==> config.mk <==
export PLATFORM = sky130hd
export DESIGN_NAME = i2c_master_ctrl
export DESIGN_NICKNAME = d
export VERILOG_FILES = /design/src/rtl/i2c_master_ctrl.sv
export SDC_FILE = /design/constraint.sdc
export NUM_CORES = 1
export LEC_CHECK = 0
export BUFFER_PORTS_ARGS = -buffer_cell sky130_fd_sc_hd__buf_2
export CAP_MARGIN = 20
export CORE_UTILIZATION = 25
export DETAILED_ROUTE_END_ITERATION = 7
export PLACE_DENSITY = 0.42
export SLEW_MARGIN = 20
export SYNTH_ARGS = -nofsm -noshare
export SYNTH_HDL_FRONTEND = slang
export SYNTH_SLANG_ARGS = --single-unit
export TNS_END_PERCENT = 1
==> constraint.sdc <==
create_clock -name clk -period 4.05 [get_ports clk]
set_input_delay 0.81 -clock clk [delete_from_list [all_inputs] [get_ports clk]]
set_output_delay 0.81 -clock clk [all_outputs]
set_load 0.05 [all_outputs]
==> src/rtl/i2c_master_ctrl.sv <==
// i2c_master_ctrl: single-master I2C controller moving one 32-bit payload per command.
//   clk, rst_n          : clock, synchronous active-low reset
//   cmd_valid/rw/addr/wdata : command request, taken only while idle
//   busy, done, nack    : transaction status; done is a one-cycle pulse, nack valid with it
//   rdata               : read payload, valid from done until the next command
//   scl_oe, sda_oe      : open-drain pull-downs (1 = drive low)
//   sda_in              : sampled SDA bus level
module i2c_master_ctrl #(
   parameter int unsigned CLK_DIV = 250
) (
   input  logic        clk,
   input  logic        rst_n,
   input  logic        cmd_valid,
   input  logic        cmd_rw,
   input  logic [6:0]  cmd_addr,
   input  logic [31:0] cmd_wdata,
   output logic        busy,
   output logic        done,
   output logic        nack,
   output logic [31:0] rdata,
   output logic        scl_oe,
   output logic        sda_oe,
   input  logic        sda_in
);
   typedef enum logic [3:0] {IDLE, START, ADDR, ADDR_ACK, WDATA, WACK, RDATA, RACK, STOP, DONE} state_t;
   localparam logic [15:0] QMAX = 16'(CLK_DIV - 1);
   state_t      state_q, state_d;
   logic [15:0] qcnt_q, qcnt_d;
   logic [1:0]  phase_q, phase_d;
   logic [2:0]  bit_q, bit_d;
   logic [1:0]  byte_q, byte_d;
   logic [39:0] tx_q, tx_d;
   logic        rw_q, rw_d;
   logic        nack_q, nack_d;
   logic [31:0] rdata_q, rdata_d;
   logic        tick, bit_end, sample;
   always_comb begin
      tick    = qcnt_q == QMAX;
      bit_end = tick && phase_q == 2'd3;
      sample  = phase_q == 2'd3 && qcnt_q == 16'd0;
      state_d = state_q;
      qcnt_d  = tick ? 16'd0 : qcnt_q + 16'd1;
      phase_d = tick ? phase_q + 2'd1 : phase_q;
      bit_d   = bit_q;
      byte_d  = byte_q;
      tx_d    = tx_q;
      rw_d    = rw_q;
      nack_d  = nack_q;
      rdata_d = rdata_q;
      case (state_q)
         IDLE: begin
            qcnt_d  = 16'd0;
            phase_d = 2'd0;
            if (cmd_valid) begin
               state_d = START;
               // address byte and payload form one MSB-first transmit stream
               tx_d    = {cmd_addr, cmd_rw, cmd_wdata};
               rw_d    = cmd_rw;
               nack_d  = 1'b0;
               bit_d   = 3'd0;
               byte_d  = 2'd0;
            end
         end
         START: if (bit_end) state_d = ADDR;
         ADDR, WDATA: if (bit_end) begin
            tx_d  = tx_q << 1;
            bit_d = bit_q + 3'd1;
            if (bit_q == 3'd7) state_d = state_q == ADDR ? ADDR_ACK : WACK;
         end
         ADDR_ACK: begin
            if (sample && sda_in) nack_d = 1'b1;
            if (bit_end) state_d = nack_q ? STOP : rw_q ? RDATA : WDATA;
         end
         WACK: begin
            if (sample && sda_in) nack_d = 1'b1;
            if (bit_end) begin
               state_d = (nack_q || byte_q == 2'd3) ? STOP : WDATA;
               byte_d  = byte_q + 2'd1;
            end
         end
         RDATA: begin
            if (sample) rdata_d = {rdata_q[30:0], sda_in};
            if (bit_end) begin
               bit_d = bit_q + 3'd1;
               if (bit_q == 3'd7) state_d = RACK;
            end
         end
         RACK: if (bit_end) begin
            state_d = byte_q == 2'd3 ? STOP : RDATA;
            byte_d  = byte_q + 2'd1;
         end
         STOP: if (bit_end) state_d = DONE;
         DONE: state_d = IDLE;
         default: state_d = IDLE;
      endcase
   end
   always_ff @(posedge clk) begin
      if (!rst_n) begin
         state_q <= IDLE;
         qcnt_q  <= '0;
         phase_q <= '0;
         bit_q   <= '0;
         byte_q  <= '0;
         tx_q    <= '0;
         rw_q    <= 1'b0;
         nack_q  <= 1'b0;
         rdata_q <= '0;
      end else begin
         state_q <= state_d;
         qcnt_q  <= qcnt_d;
         phase_q <= phase_d;
         bit_q   <= bit_d;
         byte_q  <= byte_d;
         tx_q    <= tx_d;
         rw_q    <= rw_d;
         nack_q  <= nack_d;
         rdata_q <= rdata_d;
      end
   end
   assign busy  = state_q != IDLE && state_q != DONE;
   assign done  = state_q == DONE;
   assign nack  = nack_q;
   assign rdata = rdata_q;
   // SCL is low for the first half of every bit outside START/IDLE/DONE
   assign scl_oe = busy && state_q != START && !phase_q[1];
   assign sda_oe = state_q == START ? phase_q[1] :
                   (state_q == ADDR || state_q == WDATA) ? ~tx_q[39] :
                   state_q == RACK ? byte_q != 2'd3 :
                   state_q == STOP ? phase_q != 2'd3 : 1'b0;
endmodule

==> results.md, run 1 <==
- After synthesis, the mean cell area works out to about 8.1 µm².
- Summed over all layers, the routed wires come to between 10000 and 15000 µm.
- Derived from the worst setup path, the maximum achievable clock frequency is about 0.32 GHz.
- The number of stages on the worst hold path is 2.
- The max-cap violation count is 0.
- The via count of the first global-routing pass is between 3000 and 4000.
- The number of buffers added to fix hold violations after cts is 0.
- In this run the cell area of the synthesized design comes to between 4000 and 5000 µm².
- The run finished, with violations left.
- The end of the worst register-to-register path is tx_q[0]$_SDFFE_PN0P_.
- In the post-synthesis netlist, the biggest area contributors are sky130_fd_sc_hd__dfxtp_1 43%, sky130_fd_sc_hd__nand2_1 10%, sky130_fd_sc_hd__a311oi_1 5.4%.
- The count of nets left with antenna violations once routing finished came out at 0.
- Yosys printed 0 warnings.
- The first detailed-routing pass ran for 6 iterations.
- The clock-pin transition on the worst setup and hold timing paths is 70 ps.
- The startpoint of the most critical setup path is state_q[2]$_SDFFE_PN0P_.
- For this block, the via count after detailed routing is 4221.
- The power share of the clock group is 28.4%.
- For met1 alone, demand over resource in global routing was a little under a fifth.
- The number of clock buffers added by TritonCTS is 9.
- The congestion estimate from routability-driven global placement came to 0.779.
- The final hold violation count came to 0.
- The initial cell density of the core is between 20% and 30%.
- The initial antenna violation count is 0.
- The worst hold path begins at rdata[31]$_SDFFE_PN0P_.
- The startpoint of the lowest-slack register-to-register path is state_q[2]$_SDFFE_PN0P_.
- The switching power is ~1.2 mW.
- The largest individual stage delay along the critical path comes from the cell sky130_fd_sc_hd__dfxtp_1.
- The static leakage power is 2.08 nW.
- The post-route netlist has around a fifth of its cells at a drive strength greater than 1.
- The internal power is 1.87 mW.
- In the routed layout, each cell is associated on average with a via count of 4.94.
- STA classifies the critical path endpoint as an output pin.
- The checks that failed: design-rule violations.
- TritonCTS built the clock tree.
- The count of clock tree sinks is about 100.
- The area of the die is just under 20000 µm².
- The maximum fanout along the worst path is 16.
- Data on the critical path is required at its endpoint by 3240 ps.
- The met2 track demand over resource is about a fifth.
- The pre-CTS worst setup slack is between 1000 and 1500 ps.
- The number of flip-flops and latches in the synthesized netlist is 101.
- The tightest min-delay check is of the reg -> reg type.
- By instance count, the leading cell after synthesis is sky130_fd_sc_hd__nand2_1.
- Across every metal layer, demand over resource in global routing totals a little over an eighth.
- Synthesis produced a netlist with a net count of approximately 630.
- Detailed placement finished with a half-perimeter wire length of ~8100 µm.
- The global-route wire length before repair is 20300 µm.
- The worst-case setup margin in the final layout is between 900 and 1000 ps.
- The most used routing layer in global routing is met2.
- The fraction of post-synthesis cell area in the top cell type by area is a little over two fifths.
- The insertion delay to the later sink of the worst-skew pair is roughly 360 ps.
- The register-to-register path setup slack is 1390 ps.
- The share of synthesized flip-flops with an asynchronous set or reset is 0%.
- The number of port buffers is 80.
- Of the total power, the share spent switching nets is about two fifths.
- The routed wirelength normalized by instance count is 14.6 µm.
- Global routing used between 3 and 4% of the available met3 tracks.
- The tree is rooted in a sky130_fd_sc_hd__clkbuf_16.
- At the worst endpoint, the arrival time is around 2300 ps.
- After layout, the worst path uses about 76% of the clock period.
- Cells fill between 30% and 40% of the core in the end.
- The final setup violation count is 0.
- Summed over all layers, the global routing overflow is 0.
- The power density normalized to cell area is around 550 nW/µm².
- Counting instances in the post-synthesis netlist gives the leading cell types as 126 x sky130_fd_sc_hd__nand2_1, 101 x sky130_fd_sc_hd__dfxtp_1, 46 x sky130_fd_sc_hd__nand3_1.
- The minimum clock period after layout is between 3000 and 4000 ps.
- Across all hold checks on the routed design, the worst slack comes to roughly 450 ps.
- The total number of placement rows is 49.
- The number of flops mapped to enable cells by yosys is 0.
- The number of cell instances on the worst register-to-register path is 6.
- The biggest area consumer among synthesized cells is sky130_fd_sc_hd__dfxtp_1.
- The cell that appears most often on the critical path is sky130_fd_sc_hd__a21oi_1.
- The total DRC errors in the routed layout is 6.
- The most used flip-flop cell after synthesis is sky130_fd_sc_hd__dfxtp_1.
- The number of buffers on the longest clock path is 2.
- After the last flow step, the layout net total stands at 672.
- The synthesis-to-layout area growth is 17.6%.
- The post-layout total power is a little over 3 mW.
- The number of instances resized during post-cts repair is 0.
- The share of synthesized area occupied by flip-flops and latches is a little over two fifths.
- In this run, the number of DRC markers left after iteration 0 of detailed routing was around 250.
- The synthesized netlist cell count is between 500 and 600.
- The endpoint with the worst hold slack is rdata[31]$_SDFFE_PN0P_.
- Combinational cells account for a little under a third of the total power.
- The number of setup buffers added after CTS is 0.
- The worst path buffer plus inverter count is 1.
- The largest voltage drop on the vdd net is about 0.00018 V.
- The setup path with the least slack is of type reg -> out.
- In this run the count of I/O pins placed on the die edge is 81.
- The repair_antennas step left the layout with diodes totalling 0.
- On the critical path the largest part of the delay comes from flip-flops.
- In this run, distinct cell masters in the synthesized netlist total 50.
- On the worst path, the slowest cell contributes a delay of around 670 ps.
- The kind of launch point of the worst setup path is a flop.
- For the pin with the worst max-slew slack, the measured transition is 912 ps.
- The signal on the critical path passes through nor2b_1 -> a21oi_1 -> nor3_1 -> a21oi_1 -> o21ai_0 -> buf_2.
- The total negative slack for setup checks is 0 ps.
- Setup repair after global routing left no endpoint under its margin.
- The remaining max-slew budget at the tightest pin is 39.0%.
- Per report_power, the sequential group accounts for about two fifths of the total.
- Between clock sinks in the finished design, the worst skew comes to 8.18 ps.
- The largest net degree at the start of global routing is between 50 and 60.
- The floorplan step set the die height to 139 µm.
- CTS built an H-tree with a depth of 3.
- The core footprint is around 18000 µm².
- The final number of max-transition violations was 0.
- The floorplan step set the die width to about 140 µm.
power by group through the flow:
stage	logic (mW)	clock network, mW	registers, mW
2_1_floorplan	0.763	0	1.20
6_report	0.934	0.859	1.23
4_1_cts	0.942	0.896	1.23
5_1_grt	1.03	0.936	1.25
3_3_place_gp	0.930	0	1.25
3_5_place_dp	0.938	0	1.25
worst min-delay path, cell delays in order, from the launching register on:
cell                      delay [ps]
sky130_fd_sc_hd__dfxtp_1         310
sky130_fd_sc_hd__nand2_1          50
sky130_fd_sc_hd__a21oi_1          50
layer usage:
layer,vias to the layer above,share of wire (%)
met5,-,0
met4,0,1.6
met3,13,4.2
met2,89,45
met1,2006,50
li1,2113,-
cells in the final DEF, fill, tap and decap left out, types with 4 or more instances in the layout:
| cell | instances |
|---|---|
| sky130_fd_sc_hd__clkbuf_16 | 9 |
| sky130_fd_sc_hd__xnor2_1 | 5 |
| sky130_fd_sc_hd__ha_1 | 7 |
| sky130_fd_sc_hd__nor3_1 | 43 |
| sky130_fd_sc_hd__nand3_1 | 46 |
| sky130_fd_sc_hd__nand2_1 | 126 |
| sky130_fd_sc_hd__dfxtp_1 | 101 |
| sky130_fd_sc_hd__nand4_1 | 7 |
| sky130_fd_sc_hd__and3_1 | 10 |
| sky130_fd_sc_hd__o21ai_0 | 5 |
| sky130_fd_sc_hd__nor2_1 | 25 |
| sky130_fd_sc_hd__inv_1 | 6 |
| sky130_fd_sc_hd__a311oi_1 | 29 |
| sky130_fd_sc_hd__xor2_1 | 11 |
| sky130_fd_sc_hd__buf_4 | 8 |
| sky130_fd_sc_hd__a311oi_2 | 10 |
| sky130_fd_sc_hd__buf_2 | 80 |
| sky130_fd_sc_hd__a21oi_1 | 42 |
| sky130_fd_sc_hd__nand2b_1 | 4 |
| sky130_fd_sc_hd__nor2b_1 | 4 |
cell type report:
cell class | count | area [µm²]
Fill cell | 1929 | 12600
Multi-Input combinational cell | 414 | 2410
Sequential cell | 101 | 2020
Timing Repair Buffer | 88 | 460
Tap cell | 229 | 287
Clock buffer | 9 | 225
Clock inverter | 7 | 63.8
Inverter | 7 | 27.5
cells by family (layout without fill, tap and decap cells):
kind of cell               Yosys count  after routing  synth area share, %
DFF                                101            101                 43.3
and+or+nand+nor                    284            284                 28.5
buffers and inverters               59            111                 6.00
xor gates and xnor gates            17             17                 3.19
adders and majority gates            7              7                 1.87
AOI/OAI and AO/OA                  103            103                 16.5
muxes                                3              3                0.643
sequential cells by signal, summed over array words and instances (netlist names):
register and flops:
rw_q 1, nack 1, qcnt_q 16, byte_q 2, phase_q 2, tx_q 40, rdata 32, state_q 4
bit_q 3
metrics by stage:
stage          cells  instance area [µm²]
3_5_place_dp     839                 5210
5_1_grt          855                 5500
4_1_cts          855                 5500
6_report         855                 5500
3_3_place_gp     839                 5210
2_1_floorplan    574                 4670
worst max path at each step:
stage	end	slack, ps	cells past startpoint
floorplan	scl_oe	1170	5
global placement	sda_oe	1340	6
detailed placement	tx_q[0]$_SDFFE_PN0P_	1350	6
CTS	sda_oe	940	6
global route	sda_oe	740	6
finish	sda_oe	960	6
(Power assumes the default switching activity.)
==> inputs of run 2 (changes only) <==
--- a/config.mk
+++ b/config.mk
@@ -9,7 +9,7 @@
 export CAP_MARGIN = 20
 export CORE_UTILIZATION = 25
 export DETAILED_ROUTE_END_ITERATION = 7
-export PLACE_DENSITY = 0.42
+export PLACE_DENSITY = 0.43
 export SLEW_MARGIN = 20
 export SYNTH_ARGS = -nofsm -noshare
 export SYNTH_HDL_FRONTEND = slang
==> constraint.sdc (replaced) <==
create_clock -name clk -period 2.7 [get_ports clk]
set_input_delay 0.54 -clock clk [delete_from_list [all_inputs] [get_ports clk]]
set_output_delay 0.54 -clock clk [all_outputs]
set_load 0.05 [all_outputs]
==> run 2 against run 1 <==
Net effect:
- cell area increased by 1.5%
- the run still ends with design-rule violations left
- clock power increased by 57%
- largest cell class unchanged
- largest power group unchanged
- wire length decreased by 2.3%
- combinational power increased by 55%
==> results.md, run 2 (synthesized netlist as in run 1, its figures left out) <==
- The number of buffers added to fix hold violations after cts is 0 (unchanged).
- The half-perimeter wire length after placement was 7750 µm (-4.5%).
- The total DRC errors in the routed layout was 14 (+8).
- The initial antenna violation count is 0 (unchanged).
- The via count of the first global-routing pass is 3835 (-1.9%).
- The fill cell total of the finished layout was 1936 (+0.36%).
- The aggregate global-route resource usage is 12.9% (-0.23 points).
- Setup repair after global routing left no endpoint under its margin.
- The arrival time at the worst endpoint was 1950 ps (-330 ps).
- The area of the die was 19200 µm² (unchanged).
- The critical path in this run is classified as reg -> out.
- The remaining max-slew budget at the tightest pin is 58.9% (+20 points).
- The vertical die dimension is 139 µm (unchanged).
- The total number of placement rows is 49 (unchanged).
- The largest register by flop count is tx_q.
- The max-cap violation count came to 0 (unchanged).
- For the finished layout, the period the worst path requires is roughly 2500 ps.
- The average via count per standard cell is 4.88 (-1.2%).
- The total negative slack for setup checks came to 0 ps (unchanged).
- The via count of the routed design is 4188 (-0.78%).
- The final number of max-transition violations is 0 (unchanged).
- The startpoint of the most critical setup path is state_q[1]$_SDFFE_PN0P_.
- The area growth from synthesis to layout is 19.4%.
- The final global-route overflow total is 0 (unchanged).
- The CTS tree is yes.
- The count of clock tree sinks came to 101 (unchanged).
- The flow ran to the end, but the final reports show violations.
- The length of the first detailed-routing pass in iterations was 6 (unchanged).
- The layout net count is 675 (+0.45%).
- The largest net degree at the start of global routing is 76 (+33%).
- After layout, the worst path uses slightly above 90% of the clock period.
- The startpoint of the lowest-slack register-to-register path is state_q[2]$_SDFFE_PN0P_.
- The maximum fanout along the worst path is 12 (-4).
- The cell sitting at the root of the clock tree is a sky130_fd_sc_hd__clkbuf_16.
- The data required time of the worst path is 2160 ps (-1080 ps).
- The flip-flop and latch area was 2020 µm² (unchanged).
- The number of flip-flops under the largest register name was 40 (unchanged).
- The clock-pin transition on the worst setup and hold timing paths is 70 ps (about the same).
- The number of port buffers was 80 (unchanged).
- The final reports fail on design-rule violations.
- The routed wirelength normalized by instance count is 14.2 µm (-2.8%).
- The number of top-level pins is 81 (unchanged).
- The nature of the critical path endpoint is an output pin.
- The power density normalized to cell area is 830 nW/µm² (+51%).
- The leading cell type in the layout, fill and taps excluded is sky130_fd_sc_hd__nand2_1.
- The final hold violation count is 0 (unchanged).
- The number of CTS-inserted buffers is 9 (unchanged).
- The number of levels in the clock H-tree is 3 (unchanged).
- The fraction of layout instances using a drive strength above 1 is 20.7% (+0.22 points).
- The static leakage power is 2.12 nW (+1.7%).
- The number of instances resized during post-cts repair was 0 (unchanged).
- The buffers inserted during post-CTS setup optimization came to 0 (unchanged).
- The floorplan die width is 139 µm (unchanged).
- The initial cell density of the core was 25.8% (unchanged).
- The final setup violation count is 0 (unchanged).
- The hold path startpoint is rdata[31]$_SDFFE_PN0P_.
- The global-route wire length before repair came to 20000 µm (-1.4%).
- The core occupancy in the finished layout is 30.7% (+0.45 points).
- Based on the critical path, the design can be clocked at up to between 0.4 and 0.5 GHz.
- The final weighted congestion of routability-driven global placement came to 0.824 (+5.8%).
- The final wirelength is 12200 µm (-2.3%).
- The remaining number of nets flagged by the antenna check after routing was 0 (unchanged).
- The number of DRC markers after the initial detailed-route iteration is 358 (+46%).
- The worst hold path belongs to the class reg -> reg.
- The area used by multi-input combinational logic was 2410 µm² (about the same).
- The top cell types in the final layout, fill and taps aside, are 126 x sky130_fd_sc_hd__nand2_1, 101 x sky130_fd_sc_hd__dfxtp_1, 79 x sky130_fd_sc_hd__buf_2.
- The number of buffers on the longest clock path was 2 (unchanged).
- The transition at the pin with the smallest max-transition slack was 616 ps (-296 ps).
- The kind of launch point of the worst setup path is a flop.
- The core footprint is 18100 µm² (unchanged).
- The clock tree skew after final layout is 7.57 ps (-0.610 ps).
- The insertion delay to the later sink of the worst-skew pair is 350 ps (about the same).
- The largest voltage drop on the vdd net is 0.000581 V (+220%).
==> run 2: cell types whose count changed in the layout (fill, tap and decap cells not counted), sizes merged <==
| cell | change |
|---|---|
| buf | +2 |
| inv | -2 |
| bufinv | +1 |
| clkbuf | +1 |
| clkinv | +1 |
| diode | +1 |
==> run 2: final timing paths <==
path,endpoint,slack (ps),cells past startpoint
max,sda_oe,210,5
min,rdata[31]$_SDFFE_PN0P_,450,2
max reg2reg,tx_q[12]$_SDFFE_PN0P_,610,7
min reg2reg,rdata[31]$_SDFFE_PN0P_,450,2
==> run 2: layout make-up <==
type,count,share of cell area (%)
clock inverters,7,1.48
inverters,7,0.471
repair buffers,91,9.37
clock buffers,9,4.04
diodes,1,0.0449
multi-input cells,414,43.2
flip-flops and latches,101,36.2
well taps,229,5.14
==> run 2: worst max-delay path, stage by stage (launching register included) <==
cell and delay [ps]:
sky130_fd_sc_hd__dfxtp_1 450, sky130_fd_sc_hd__or3_1 510, sky130_fd_sc_hd__nor2_1 110, sky130_fd_sc_hd__a21oi_1 70, sky130_fd_sc_hd__o21ai_1 190, sky130_fd_sc_hd__clkbuf_4 260
==> run 2: metrics by stage <==
stage	hold slack, ps	setup WS [ps]	cells	cell area [µm²]	power (mW)
5_1_grt	448	15.4	858	5580	4.93
2_1_floorplan	437	94.2	574	4670	2.95
4_1_cts	436	49.4	858	5570	4.69
3_5_place_dp	445	445	842	5270	3.32
6_report	451	208	859	5580	4.63
3_3_place_gp	437	464	842	5270	3.29
==> run 2: where the power goes <==
group          internal [mW]  total (mW)  switching (mW)
Sequential              1.69        1.84           0.146
Combinational          0.509        1.45           0.937
Clock                  0.732        1.35           0.614
Total                   2.93        4.63            1.70
==> run 2: routing by layer <==
metal / share of wire [%] / GRT usage, %
met5: 0 / 0
met4: 1.3 / 4.74
met3: 3.5 / 2.49
met2: 44 / 19.2
met1: 51 / 18.4
